[src/rtl/pifo_sched_ctrl.sv]
// pifo_sched_ctrl: buffers enqueue/dequeue requests and arbitrates them onto a PIFO insert/remove port (optional macro PIFO_SCHED_DROP_EN drops enqueues while full)
module pifo_sched_ctrl #(
  parameter int RANK_WIDTH    = 10,
  parameter int META_WIDTH    = 20,
  parameter int L2_MAX_SIZE   = 5,
  parameter int SETTLE_CYCLES = 2
) (
  input  logic                  clk,
  input  logic                  rst,
  input  logic                  enq_valid,
  output logic                  enq_ready,
  input  logic [RANK_WIDTH-1:0] enq_rank,
  input  logic [META_WIDTH-1:0] enq_meta,
  input  logic                  deq_req,
  output logic                  deq_ready,
  output logic                  deq_valid,
  output logic [RANK_WIDTH-1:0] deq_rank,
  output logic [META_WIDTH-1:0] deq_meta,
  output logic                  deq_miss,
  output logic                  pifo_insert,
  output logic                  pifo_remove,
  output logic [RANK_WIDTH-1:0] pifo_rank_in,
  output logic [META_WIDTH-1:0] pifo_meta_in,
  input  logic [RANK_WIDTH-1:0] pifo_rank_out,
  input  logic [META_WIDTH-1:0] pifo_meta_out,
  input  logic                  pifo_valid_out,
  input  logic                  pifo_busy,
  input  logic                  pifo_full,
  output logic [L2_MAX_SIZE:0]  occupancy,
  output logic [15:0]           drop_count
);
  localparam logic [0:0] IDLE   = 1'b0;
  localparam logic [0:0] SETTLE = 1'b1;
  localparam logic GR_INS = 1'b0;
  localparam logic GR_REM = 1'b1;
  localparam logic [3:0] SETTLE_LOAD = 4'(SETTLE_CYCLES - 1);
  localparam logic [L2_MAX_SIZE:0] OCC_ONE = (L2_MAX_SIZE+1)'(1);
  localparam logic [L2_MAX_SIZE:0] OCC_MAX = {1'b1, {L2_MAX_SIZE{1'b0}}};

  logic [0:0]            state_q, state_d;
  logic [3:0]            cnt_q, cnt_d;
  logic                  enq_buf_valid_q, enq_buf_valid_d;
  logic [RANK_WIDTH-1:0] enq_rank_q, enq_rank_d;
  logic [META_WIDTH-1:0] enq_meta_q, enq_meta_d;
  logic                  deq_pend_q, deq_pend_d;
  logic                  last_grant_q, last_grant_d;
  logic [L2_MAX_SIZE:0]  occ_q, occ_d;
  logic                  deq_valid_q, deq_valid_d;
  logic [RANK_WIDTH-1:0] deq_rank_q, deq_rank_d;
  logic [META_WIDTH-1:0] deq_meta_q, deq_meta_d;
  logic                  deq_miss_q, deq_miss_d;
  logic idle, ins_ok, rem_ok, grant_ins, grant_rem, miss, drop, enq_acc, deq_acc;

  assign idle      = state_q == IDLE;
  assign ins_ok    = idle & enq_buf_valid_q & ~pifo_busy & ~pifo_full;
  assign rem_ok    = idle & deq_pend_q & pifo_valid_out;
  assign grant_ins = ins_ok & (~rem_ok | last_grant_q == GR_REM);
  assign grant_rem = rem_ok & ~grant_ins;
  assign miss      = idle & deq_pend_q & ~rem_ok & occ_q == '0 & ~enq_buf_valid_q;
  assign enq_acc   = enq_valid & ~enq_buf_valid_q;
  assign deq_acc   = deq_req & ~deq_pend_q;

`ifdef PIFO_SCHED_DROP_EN
  logic [15:0] drop_q, drop_d;
  assign drop   = idle & enq_buf_valid_q & pifo_full;
  assign drop_d = drop & drop_q != 16'hFFFF ? drop_q + 16'd1 : drop_q;
  // saturating count of enqueues discarded while the PIFO is full
  always_ff @(posedge clk) begin
    if (!rst) drop_q <= '0;
    else drop_q <= drop_d;
  end
  assign drop_count = drop_q;
`else
  assign drop       = 1'b0;
  assign drop_count = '0;
`endif

  // next-state for the settle FSM, request buffers, arbitration history and result registers
  always_comb begin
    state_d         = idle ? (grant_ins | grant_rem ? SETTLE : IDLE) : (cnt_q == '0 ? IDLE : SETTLE);
    cnt_d           = idle ? (grant_ins | grant_rem ? SETTLE_LOAD : cnt_q) : (cnt_q == '0 ? cnt_q : cnt_q - 4'd1);
    enq_buf_valid_d = enq_acc | (enq_buf_valid_q & ~grant_ins & ~drop);
    enq_rank_d      = enq_acc ? enq_rank : enq_rank_q;
    enq_meta_d      = enq_acc ? enq_meta : enq_meta_q;
    deq_pend_d      = deq_acc | (deq_pend_q & ~grant_rem & ~miss);
    last_grant_d    = grant_ins ? GR_INS : grant_rem ? GR_REM : last_grant_q;
    occ_d           = grant_ins ? (occ_q == OCC_MAX ? occ_q : occ_q + OCC_ONE)
                    : grant_rem ? (occ_q == '0 ? occ_q : occ_q - OCC_ONE) : occ_q;
    deq_valid_d     = grant_rem;
    deq_rank_d      = grant_rem ? pifo_rank_out : deq_rank_q;
    deq_meta_d      = grant_rem ? pifo_meta_out : deq_meta_q;
    deq_miss_d      = miss;
  end

  // state registers; reset discards buffered requests and clears counters
  always_ff @(posedge clk) begin
    if (!rst) begin
      state_q         <= IDLE;
      cnt_q           <= '0;
      enq_buf_valid_q <= 1'b0;
      enq_rank_q      <= '0;
      enq_meta_q      <= '0;
      deq_pend_q      <= 1'b0;
      last_grant_q    <= GR_REM;
      occ_q           <= '0;
      deq_valid_q     <= 1'b0;
      deq_rank_q      <= '0;
      deq_meta_q      <= '0;
      deq_miss_q      <= 1'b0;
    end else begin
      state_q         <= state_d;
      cnt_q           <= cnt_d;
      enq_buf_valid_q <= enq_buf_valid_d;
      enq_rank_q      <= enq_rank_d;
      enq_meta_q      <= enq_meta_d;
      deq_pend_q      <= deq_pend_d;
      last_grant_q    <= last_grant_d;
      occ_q           <= occ_d;
      deq_valid_q     <= deq_valid_d;
      deq_rank_q      <= deq_rank_d;
      deq_meta_q      <= deq_meta_d;
      deq_miss_q      <= deq_miss_d;
    end
  end

  // occupancy saturation would mean the PIFO and this counter disagree
  always_ff @(posedge clk) begin
    if (rst) begin
      assert (!(grant_ins && occ_q == OCC_MAX));
      assert (!(grant_rem && occ_q == '0));
    end
  end

  assign enq_ready    = ~enq_buf_valid_q;
  assign deq_ready    = ~deq_pend_q;
  assign deq_valid    = deq_valid_q;
  assign deq_rank     = deq_rank_q;
  assign deq_meta     = deq_meta_q;
  assign deq_miss     = deq_miss_q;
  assign pifo_insert  = grant_ins;
  assign pifo_remove  = grant_rem;
  assign pifo_rank_in = grant_ins ? enq_rank_q : '0;
  assign pifo_meta_in = grant_ins ? enq_meta_q : '0;
  assign occupancy    = occ_q;
endmodule

[config.mk]
export PLATFORM = sky130hd
export DESIGN_NAME = pifo_sched_ctrl
export DESIGN_NICKNAME = d
export VERILOG_FILES = /design/src/rtl/pifo_sched_ctrl.sv
export SDC_FILE = /design/constraint.sdc
export NUM_CORES = 1
export LEC_CHECK = 0
export ABC_AREA = 1
export BUFFER_PORTS_ARGS = -buffer_cell sky130_fd_sc_hd__clkbuf_2
export CORE_MARGIN = 2
export CORE_UTILIZATION = 47
export CTS_CLUSTER_DIAMETER = 200
export DETAILED_ROUTE_END_ITERATION = 8
export GPL_TIMING_DRIVEN = 0
export PLACE_DENSITY = 0.83
export SETUP_SLACK_MARGIN = 0.4
export SYNTH_ARGS = -nofsm -noshare
export SYNTH_HDL_FRONTEND = slang
export SYNTH_SLANG_ARGS = --single-unit
[constraint.sdc]
create_clock -name clk -period 1.8 [get_ports clk]
set_input_delay 0.09 -clock clk [delete_from_list [all_inputs] [get_ports clk]]
set_output_delay 0.09 -clock clk [all_outputs]
set_load 0.02 [all_outputs]
==> impl_results.html, run 1 <==
<table>
<tr><th>Metric</th><th>Value</th></tr>
<tr><th colspan="2">Critical path</th></tr>
<tr><td>Crit path launch type</td><td>flop</td></tr>
<tr><td>Max Fanout on Critical Path</td><td>10</td></tr>
<tr><td>Ordered cell list for the critical path</td><td>inv_4, nand2_4, nor2_8, nand2_4, buf_12, buf_8, nor2_1, buf_4</td></tr>
<tr><td>Library cell contributing the largest single delay on the critical path</td><td>sky130_fd_sc_hd__dfxtp_2</td></tr>
<tr><td>Type of destination of the critical path</td><td>output pin</td></tr>
<tr><td>Largest stage delay on the critical path</td><td>between 0.3 and 0.4 ns</td></tr>
<tr><td>Reg-to-reg critical path startpoint</td><td>state_q$_SDFF_PN0_</td></tr>
<tr><td>Setup slack, reg-to-reg</td><td>0.11 ns</td></tr>
<tr><td>Classification of the worst setup path</td><td>flop to output pin</td></tr>
<tr><td>Critical R2R Capture</td><td>deq_meta[19]$_SDFFE_PN0P_</td></tr>
<tr><td>Arrival time of the worst setup path</td><td>1.64 ns</td></tr>
<tr><td>CP Data Required Time</td><td>1.71 ns</td></tr>
<tr><td>Register-to-Register Path Depth</td><td>10</td></tr>
<tr><td>Most used cell along the critical path</td><td>sky130_fd_sc_hd__nand2_4</td></tr>
<tr><th colspan="2">Route</th></tr>
<tr><td>Uppermost metal layer occupied by signal nets</td><td>met4</td></tr>
<tr><td>Sum of met2 wire segment lengths after detailed routing</td><td>6.05 mm</td></tr>
<tr><td>Met3 wire length</td><td>783 um</td></tr>
<tr><td>Vias per Instance</td><td>4.99</td></tr>
<tr><td>Vias after detailed routing</td><td>3807</td></tr>
<tr><td>Routed wire length per instance</td><td>about 15 um</td></tr>
<tr><td>Final Routed Wirelength</td><td>11.2 mm</td></tr>
<tr><td>Post-detailed-route count of antenna-violating nets</td><td>0</td></tr>
<tr><td>Number of detailed-route iterations in the first pass</td><td>5</td></tr>
<tr><td>Met1 wire length</td><td>4.03 mm</td></tr>
<tr><td>Detailed router's first-iteration violation count</td><td>148</td></tr>
<tr><td>DR DRC count</td><td>0</td></tr>
<tr><th colspan="2">Min path</th></tr>
<tr><td>Capture endpoint of the worst hold path</td><td>enq_meta_q[10]$_SDFFE_PN0P_</td></tr>
<tr><td>Kind of path behind the tightest hold check</td><td>input pin to flop</td></tr>
<tr><td>Hold Crit Depth</td><td>3</td></tr>
<tr><td>Critical hold path startpoint</td><td>enq_meta[10]</td></tr>
<tr><th colspan="2">Global route</th></tr>
<tr><td>Wire length of the first global-routing pass</td><td>15.8 mm</td></tr>
<tr><td>Pin count of the biggest net entering global routing</td><td>14</td></tr>
<tr><td>GRT overflow</td><td>0</td></tr>
<tr><td>All-Layer GR Usage</td><td>25.8%</td></tr>
<tr><td>Number of global-route vias before repair</td><td>3617</td></tr>
<tr><td>Antenna violations before repair</td><td>0</td></tr>
<tr><th colspan="2">Yosys</th></tr>
<tr><td>Number of enable-type register cells in the synthesized netlist</td><td>0</td></tr>
<tr><td>Post-synthesis instance area</td><td>3330 um^2</td></tr>
<tr><td>Distinct cell type count of the synthesized netlist</td><td>34</td></tr>
<tr><td>Share of flip-flops with an asynchronous set or reset</td><td>0%</td></tr>
<tr><td>Flops &amp; latches, synth</td><td>76</td></tr>
<tr><td>Mean area per synthesized cell</td><td>7.34 um^2</td></tr>
<tr><td>Share of the yosys chip area belonging to registers</td><td>between 40 and 50%</td></tr>
<tr><td>Synthesis Warnings</td><td>0</td></tr>
<tr><td>Cell count after synthesis</td><td>454</td></tr>
<tr><td>Dominant synthesized flop cell</td><td>sky130_fd_sc_hd__dfxtp_1</td></tr>
<tr><th colspan="2">Clocking</th></tr>
<tr><td>TritonCTS clock tree</td><td>yes</td></tr>
<tr><td>Clock-pin slew on the worst setup and hold paths</td><td>0.09 ns</td></tr>
<tr><td>CTS buffer count</td><td>9</td></tr>
<tr><td>Clock root cell</td><td>sky130_fd_sc_hd__clkbuf_8</td></tr>
<tr><td>Maximum buffer depth of the clock tree</td><td>2</td></tr>
<tr><td>Depth of the CTS H-tree</td><td>3</td></tr>
<tr><td>Skew-Pair Late Insertion Delay</td><td>around 0.34 ns</td></tr>
<tr><td>Clock tree sinks</td><td>76</td></tr>
<tr><th colspan="2">Timing</th></tr>
<tr><td>Min Clock Period, post-route</td><td>around 1.7 ns</td></tr>
<tr><td>Final Hold Fails</td><td>0</td></tr>
<tr><td>Setup repair after global routing missed its margin</td><td>yes</td></tr>
<tr><td>Highest clock frequency the design can meet</td><td>0.577 GHz</td></tr>
<tr><td>Total of endpoints with negative setup slack in the final report</td><td>0</td></tr>
<tr><td>Worst hold slack after final layout</td><td>about 0.036 ns</td></tr>
<tr><td>Skew final</td><td>0.0113 ns</td></tr>
<tr><td>Final worst slack</td><td>0.0678 ns</td></tr>
<tr><td>Fin crit share</td><td>a little over nine tenths</td></tr>
<tr><td>Max Slew Vio Count</td><td>0</td></tr>
<tr><th colspan="2">Floorplanning</th></tr>
<tr><td>Floorplan Core Area</td><td>6830 um^2</td></tr>
<tr><td>Num ports</td><td>around 160</td></tr>
<tr><td>Area enclosed by the die boundary</td><td>7780 um^2</td></tr>
<tr><td>DIE HEIGHT</td><td>88.2 um</td></tr>
<tr><td>Initial Util</td><td>48.8%</td></tr>
<tr><td>Number of placement rows</td><td>30</td></tr>
<tr><td>Floorplan die width</td><td>88.2 um</td></tr>
<tr><th colspan="2">Pwr</th></tr>
<tr><td>Max IR drop VDD</td><td>between 0.5 and 0.6 mV</td></tr>
<tr><td>Total chip power</td><td>about 0.0044 W</td></tr>
<tr><td>Pwr per Cell Area</td><td>around 810 nW/um^2</td></tr>
<tr><td>Leak</td><td>2.58 nW</td></tr>
<tr><th colspan="2">Cells and area</th></tr>
<tr><td>Synthesis-to-finish area growth</td><td>63.1%</td></tr>
<tr><td>Number of diodes</td><td>0</td></tr>
<tr><td>Fraction of layout instances using a drive strength above 1</td><td>around 39%</td></tr>
<tr><td>Non-Filler Instances</td><td>763</td></tr>
<tr><td>Number of nets in the layout</td><td>731</td></tr>
<tr><td>Fill cell total of the finished layout</td><td>between 400 and 500</td></tr>
<tr><td>Utilization of the core after routing</td><td>79.6%</td></tr>
<tr><th colspan="2">Placement</th></tr>
<tr><td>Post-Place Cells</td><td>~700</td></tr>
<tr><td>Half-perimeter wire length after placement</td><td>6.36 mm</td></tr>
<tr><td>Port Buf Inserts</td><td>138</td></tr>
<tr><td>Final weighted congestion in routability-driven placement</td><td>0.913</td></tr>
<tr><td>Worst setup timing slack at the placement stage</td><td>0.0614 ns</td></tr>
<tr><th colspan="2">Status</th></tr>
<tr><td>Run status</td><td>finished, final reports clean</td></tr>
<tr><th colspan="2">Run</th></tr>
<tr><td>Max-cap viol count</td><td>0</td></tr>
</table>
-- registers in the layout (all words and copies together) (netlist names) --
signal	flops
state_q	1
occupancy	6
deq_miss	1
enq_buf_valid_q	1
deq_meta	20
enq_rank_q	10
deq_pend_q	1
deq_rank	10
last_grant_q	1
cnt_q	4
enq_meta_q	20
deq_valid	1
-- critical path: cells and delay by family (launching register included) --
family,cells,cell delay (ns)
flops,1,0.33
buf+inv,4,0.57
simple gates,4,0.41
-- synthesized netlist by cell type (3+ instances only) --
| master | number | area (um^2) |
|---|---|---|
| sky130_fd_sc_hd__buf_1 | 3 | 11.3 |
| sky130_fd_sc_hd__nor2_1 | 98 | 368 |
| sky130_fd_sc_hd__nand2_1 | 24 | 90.1 |
| sky130_fd_sc_hd__nand2_4 | 6 | 67.6 |
| sky130_fd_sc_hd__o21ai_0 | 64 | 320 |
| sky130_fd_sc_hd__a21oi_1 | 39 | 195 |
| sky130_fd_sc_hd__nand3_1 | 11 | 55.1 |
| sky130_fd_sc_hd__dfxtp_1 | 76 | 1520 |
| sky130_fd_sc_hd__clkbuf_1 | 13 | 48.8 |
| sky130_fd_sc_hd__buf_2 | 6 | 30.0 |
| sky130_fd_sc_hd__o21ai_1 | 7 | 35.0 |
| sky130_fd_sc_hd__buf_4 | 16 | 120 |
| sky130_fd_sc_hd__inv_1 | 63 | 236 |
| sky130_fd_sc_hd__inv_2 | 3 | 11.3 |
-- per-stage QoR --
step | instance area, um^2 | setup TNS [ns]
floorplan | 3400 | 0
global placement | 4210 | 0
detailed placement | 4210 | 0
CTS | 5160 | 0
global route | 5440 | -0.0139
finish | 5440 | 0
-- per-layer routing --
layer / global-route usage, % / up-vias
met2: 46.5 / 187
li1: - / 1816
met4: 11.3 / 0
met5: 0 / -
met1: 28.9 / 1774
met3: 6.16 / 30
-- placed cells by master, fill, tap and decap left out, drive strengths merged --
cell	n
a211oi	1
a21oi	39
a31oi	1
buf	62
bufinv	1
clkbuf	139
clkinv	2
clkinvlp	4
conb	16
dfxtp	76
dlygate4sd3	30
ha	2
inv	66
nand2	32
nand3	12
nand3b	1
nand4	2
nor2	101
nor3	2
nor4	1
o211ai	2
o21ai	71
o22ai	1
xnor2	1
xor2	2
-- repair_timing --
action	in CTS	in global routing
pin swaps	7	7
setup endpoints to repair	70	101
hold buffers	30	0
cloned	2	1
resized for setup	99	94
setup buffers	9	2
endpoints found under the hold margin	30	0
-- cells by family (layout without fill, tap and decap cells) --
logic type	after synthesis	after routing	synth area share (%)
AO/OA/AOI/OAI	115	115	17.8
XOR/XNOR	3	3	0.788
adder cells (fa/ha/maj)	2	2	0.751
buffers and inverters	106	304	14.2
flip-flops	76	76	45.6
other	1	16	0.113
AND/OR/NAND/NOR	151	151	20.8
-- how the worst max path moves through the flow --
stage                     slack (ns)                         to          startpoint
final                           0.07            pifo_meta_in[7]  state_q$_SDFF_PN0_
after global routing           -0.01            pifo_meta_in[2]  state_q$_SDFF_PN0_
after CTS                       0.10            pifo_meta_in[3]  state_q$_SDFF_PN0_
after detailed placement        0.06  occupancy[4]$_SDFFE_PN0P_  state_q$_SDFF_PN0_
after floorplan                 0.24  occupancy[4]$_SDFFE_PN0P_  state_q$_SDFF_PN0_
after global placement          0.11  occupancy[4]$_SDFFE_PN0P_  state_q$_SDFF_PN0_
-- final cells by class --
class                           count  area (um^2)  share of cell area [%]
Timing Repair Buffer              182         1370                    25.2
Multi-Input combinational cell    287         1670                    30.7
Sequential cell                    76         1530                    28.1
Clock inverter                      6         65.1                    1.20
Buffer                             39          308                    5.66
Tap cell                           96          120                    2.21
Clock buffer                       10          128                    2.35
Inverter                           67          254                    4.67
-- where the power goes --
| part | switching (W) | internal [W] |
|---|---|---|
| combinational | 0.000731 | 0.000463 |
| clock | 0.000642 | 0.000639 |
| sequential | 0.0000932 | 0.00184 |
No activity file was read; power rests on OpenSTA's default activity.
==> inputs of run 2 (changes only) <==
--- a/config.mk
+++ b/config.mk
@@ -11,7 +11,6 @@
 export CORE_UTILIZATION = 47
 export CTS_CLUSTER_DIAMETER = 200
 export DETAILED_ROUTE_END_ITERATION = 8
-export GPL_TIMING_DRIVEN = 0
 export PLACE_DENSITY = 0.83
 export SETUP_SLACK_MARGIN = 0.4
 export SYNTH_ARGS = -nofsm -noshare
==> impl_results.html, run 2 (synthesized netlist as in run 1, its figures left out) <==
<table>
<tr><th>Metric</th><th>Value</th></tr>
<tr><th colspan="2">Status</th></tr>
<tr><td>Run status</td><td>finished, final reports clean</td></tr>
<tr><th colspan="2">Timing</th></tr>
<tr><td>Worst hold slack after final layout</td><td>0.0288 ns (-0.00690 ns)</td></tr>
<tr><td>Slew at the pin closest to its max-slew limit</td><td>around 0.6 ns</td></tr>
<tr><td>Setup repair after global routing missed its margin</td><td>yes</td></tr>
<tr><td>Fin crit share</td><td>94.5% (-1.7 points)</td></tr>
<tr><td>Total of endpoints with negative setup slack in the final report</td><td>0 (unchanged)</td></tr>
<tr><td>Max Slew Vio Count</td><td>0 (unchanged)</td></tr>
<tr><td>Final Hold Fails</td><td>0 (unchanged)</td></tr>
<tr><td>Worst-case headroom to the max-slew limit</td><td>59.6%</td></tr>
<tr><td>Setup TNS</td><td>0 ns (unchanged)</td></tr>
<tr><td>Min Clock Period, post-route</td><td>1.70 ns (-0.0304 ns)</td></tr>
<tr><td>Highest clock frequency the design can meet</td><td>0.588 GHz (+1.8%)</td></tr>
<tr><td>Skew final</td><td>0.0130 ns (+0.00176 ns)</td></tr>
<tr><td>Final worst slack</td><td>0.0981 ns (+0.0304 ns)</td></tr>
<tr><th colspan="2">Critical path</th></tr>
<tr><td>Cell class contributing the biggest share of worst-path delay</td><td>buffers and inverters</td></tr>
<tr><td>Setup slack, reg-to-reg</td><td>0.14 ns (+0.03 ns)</td></tr>
<tr><td>Timing endpoint of the critical path</td><td>pifo_meta_in[18]</td></tr>
<tr><td>Crit path launch type</td><td>flop</td></tr>
<tr><td>Arrival time of the worst setup path</td><td>1.61 ns (-0.03 ns)</td></tr>
<tr><td>Ordered cell list for the critical path</td><td>inv_4, nand2_4, nor2_8, nand2_8, buf_6, buf_12, nor2_4, buf_8</td></tr>
<tr><td>Register-to-Register Path Depth</td><td>10 (unchanged)</td></tr>
<tr><td>Library cell contributing the largest single delay on the critical path</td><td>sky130_fd_sc_hd__dfxtp_2</td></tr>
<tr><td>Classification of the worst setup path</td><td>flop to output pin</td></tr>
<tr><td>Type of destination of the critical path</td><td>output pin</td></tr>
<tr><td>Reg-to-reg critical path startpoint</td><td>state_q$_SDFF_PN0_</td></tr>
<tr><td>Max Fanout on Critical Path</td><td>8 (-2)</td></tr>
<tr><td>Count of cell instances traversed by the critical path</td><td>8 (unchanged)</td></tr>
<tr><td>Largest stage delay on the critical path</td><td>0.34 ns (about the same)</td></tr>
<tr><td>CP Data Required Time</td><td>1.71 ns (about the same)</td></tr>
<tr><td>Number of buffer and inverter instances along the worst setup path</td><td>4 (unchanged)</td></tr>
<tr><td>Critical R2R Capture</td><td>deq_meta[11]$_SDFFE_PN0P_</td></tr>
<tr><td>Origin of the worst setup path</td><td>state_q$_SDFF_PN0_</td></tr>
<tr><th colspan="2">Route</th></tr>
<tr><td>Vias per Instance</td><td>4.98 (-0.11%)</td></tr>
<tr><td>Vias after detailed routing</td><td>3718 (-2.3%)</td></tr>
<tr><td>DR DRC count</td><td>0 (unchanged)</td></tr>
<tr><td>Post-detailed-route count of antenna-violating nets</td><td>0 (unchanged)</td></tr>
<tr><td>Routed wire length per instance</td><td>14.9 um (+1.9%)</td></tr>
<tr><td>Number of detailed-route iterations in the first pass</td><td>5 (unchanged)</td></tr>
<tr><td>Final Routed Wirelength</td><td>11.1 mm (-0.35%)</td></tr>
<tr><td>Detailed router's first-iteration violation count</td><td>121 (-18%)</td></tr>
<tr><th colspan="2">Floorplanning</th></tr>
<tr><td>DIE HEIGHT</td><td>88.2 um (unchanged)</td></tr>
<tr><td>Floorplan die width</td><td>88.2 um (unchanged)</td></tr>
<tr><td>Area enclosed by the die boundary</td><td>7780 um^2 (unchanged)</td></tr>
<tr><td>Floorplan Core Area</td><td>6830 um^2 (unchanged)</td></tr>
<tr><td>Number of placement rows</td><td>30 (unchanged)</td></tr>
<tr><td>Num ports</td><td>155 (unchanged)</td></tr>
<tr><td>Initial Util</td><td>48.8% (unchanged)</td></tr>
<tr><th colspan="2">Cells and area</th></tr>
<tr><td>Utilization of the core after routing</td><td>79.6% (about the same)</td></tr>
<tr><td>Highest-count cells in the layout ignoring fill and taps</td><td>sky130_fd_sc_hd__clkbuf_2 (107), sky130_fd_sc_hd__dfxtp_1 (73), sky130_fd_sc_hd__nor2_1 (63)</td></tr>
<tr><td>Number of nets in the layout</td><td>714 (-2.3%)</td></tr>
<tr><td>Synthesis-to-finish area growth</td><td>63.1% (about the same)</td></tr>
<tr><td>Most common cell after layout, fill and taps aside</td><td>sky130_fd_sc_hd__clkbuf_2</td></tr>
<tr><td>Number of diodes</td><td>0 (unchanged)</td></tr>
<tr><td>Fraction of layout instances using a drive strength above 1</td><td>40.3% (+1.0 points)</td></tr>
<tr><th colspan="2">Run</th></tr>
<tr><td>Max-cap viol count</td><td>0 (unchanged)</td></tr>
<tr><th colspan="2">Placement</th></tr>
<tr><td>Half-perimeter wire length after placement</td><td>5.70 mm (-10%)</td></tr>
<tr><td>Worst setup timing slack at the placement stage</td><td>0.0914 ns (+0.0299 ns)</td></tr>
<tr><td>Final weighted congestion in routability-driven placement</td><td>0.901 (-1.4%)</td></tr>
<tr><td>Port Buf Inserts</td><td>138 (unchanged)</td></tr>
<tr><th colspan="2">Global route</th></tr>
<tr><td>Antenna violations before repair</td><td>0 (unchanged)</td></tr>
<tr><td>GRT overflow</td><td>0 (unchanged)</td></tr>
<tr><td>Wire length of the first global-routing pass</td><td>15.2 mm (-3.7%)</td></tr>
<tr><td>Number of global-route vias before repair</td><td>3431 (-5.1%)</td></tr>
<tr><td>All-Layer GR Usage</td><td>25.3% (-0.57 points)</td></tr>
<tr><td>Pin count of the biggest net entering global routing</td><td>68 (+54)</td></tr>
<tr><th colspan="2">Clocking</th></tr>
<tr><td>Clock root cell</td><td>sky130_fd_sc_hd__clkbuf_8</td></tr>
<tr><td>Clock-pin slew on the worst setup and hold paths</td><td>0.09 ns (about the same)</td></tr>
<tr><td>Clock tree sinks</td><td>76 (unchanged)</td></tr>
<tr><td>Depth of the CTS H-tree</td><td>3 (unchanged)</td></tr>
<tr><td>Skew-Pair Late Insertion Delay</td><td>0.35 ns (about the same)</td></tr>
<tr><td>CTS buffer count</td><td>9 (unchanged)</td></tr>
<tr><td>Maximum buffer depth of the clock tree</td><td>2 (unchanged)</td></tr>
<tr><td>TritonCTS clock tree</td><td>yes</td></tr>
<tr><th colspan="2">Min path</th></tr>
<tr><td>Kind of path behind the tightest hold check</td><td>input pin to flop</td></tr>
<tr><td>Hold Crit Depth</td><td>3 (unchanged)</td></tr>
<tr><th colspan="2">Pwr</th></tr>
<tr><td>Internal Dissipation</td><td>0.00288 W (-2.1%)</td></tr>
<tr><td>Share of power burned in the clock network</td><td>27.2% (-1.9 points)</td></tr>
<tr><td>Share of power burned in registers</td><td>43.5% (-0.4 points)</td></tr>
<tr><td>Leak</td><td>2.54 nW (-1.6%)</td></tr>
<tr><td>Part of the total power dissipated in combinational logic</td><td>29.2% (+2.1 points)</td></tr>
<tr><td>Pwr per Cell Area</td><td>822 nW/um^2 (+1.4%)</td></tr>
<tr><td>Power dissipated by switching net loads</td><td>0.00159 W (+8.2%)</td></tr>
<tr><td>Switch share</td><td>35.5% (+2.3 points)</td></tr>
<tr><td>Max IR drop VDD</td><td>0.617 mV (+6.1%)</td></tr>
</table>
-- run 2: changes by cell type in the layout (fill, tap and decap cells not counted), moves of 4 or more --
cell,before,now
sky130_fd_sc_hd__o21ai_1,11,19
sky130_fd_sc_hd__clkbuf_2,111,107
sky130_fd_sc_hd__nor2_2,8,13
sky130_fd_sc_hd__o21ai_0,60,49
sky130_fd_sc_hd__clkbuf_8,15,9
sky130_fd_sc_hd__clkbuf_1,8,0
-- run 2: power by group through the flow --
stage	Combinational, W	Sequential (W)	Clock, W
floorplan	0.000549	0.00205	0
global placement	0.000872	0.00196	0
detailed placement	0.000899	0.00196	0
CTS	0.00108	0.00193	0.00124
global route	0.00141	0.00196	0.00131
finish	0.00131	0.00194	0.00122
-- run 2: repair_timing --
action	4_1_cts	5_1_grt
resized for setup	92	109
hold buffers	31	0
pin swaps	5	26
hold endpoints to repair	31	0
setup buffers	14	11
gates cloned	3	3
endpoints found under the setup margin	70	71
-- run 2: worst min path at each step --
stage,startpoint,to,slack [ns]
2_1_floorplan,pifo_meta_out[7],deq_meta[7]$_SDFFE_PN0P_,0.22
3_3_place_gp,pifo_meta_out[1],deq_meta[1]$_SDFFE_PN0P_,0.31
3_5_place_dp,pifo_rank_out[7],deq_rank[7]$_SDFFE_PN0P_,0.32
4_1_cts,pifo_meta_out[14],deq_meta[14]$_SDFFE_PN0P_,0.005
5_1_grt,enq_meta[14],enq_meta_q[14]$_SDFFE_PN0P_,0.02
6_report,enq_rank[0],enq_rank_q[0]$_SDFFE_PN0P_,0.03
-- run 2: cell type report --
type                    count  area (um^2)
fillers                   442         1400
multi-input cells         288         1730
well taps                  96          120
repair buffers            203         1610
clock inverters             7         58.8
flip-flops and latches     76         1530
inverters                  67          270
clock buffers               9          124
-- run 2: metrics by stage --
| stage | total power, W | instance area (um^2) | cells |
|---|---|---|---|
| floorplan | 0.00260 | 3400 | 469 |
| global placement | 0.00283 | 4030 | 668 |
| detailed placement | 0.00286 | 4030 | 668 |
| CTS | 0.00424 | 5020 | 732 |
| global route | 0.00468 | 5440 | 746 |
| finish | 0.00447 | 5440 | 746 |
-- run 2: worst min-delay path: stages --
cell	delay (ns)
sky130_fd_sc_hd__clkbuf_2	0.08
sky130_fd_sc_hd__o21ai_0	0.07
sky130_fd_sc_hd__a21oi_1	0.10
-- run 2: layer usage --
layer / share of wire, % / track usage, % / wire length (um) / vias up
met5: 0 / 0 / 0 / -
met4: 3.1 / 12.7 / 341 / 0
met3: 7.1 / 5.22 / 795 / 40
met2: 54 / 44.2 / 6010 / 204
met1: 36 / 29.2 / 3990 / 1689
li1: - / - / - / 1785
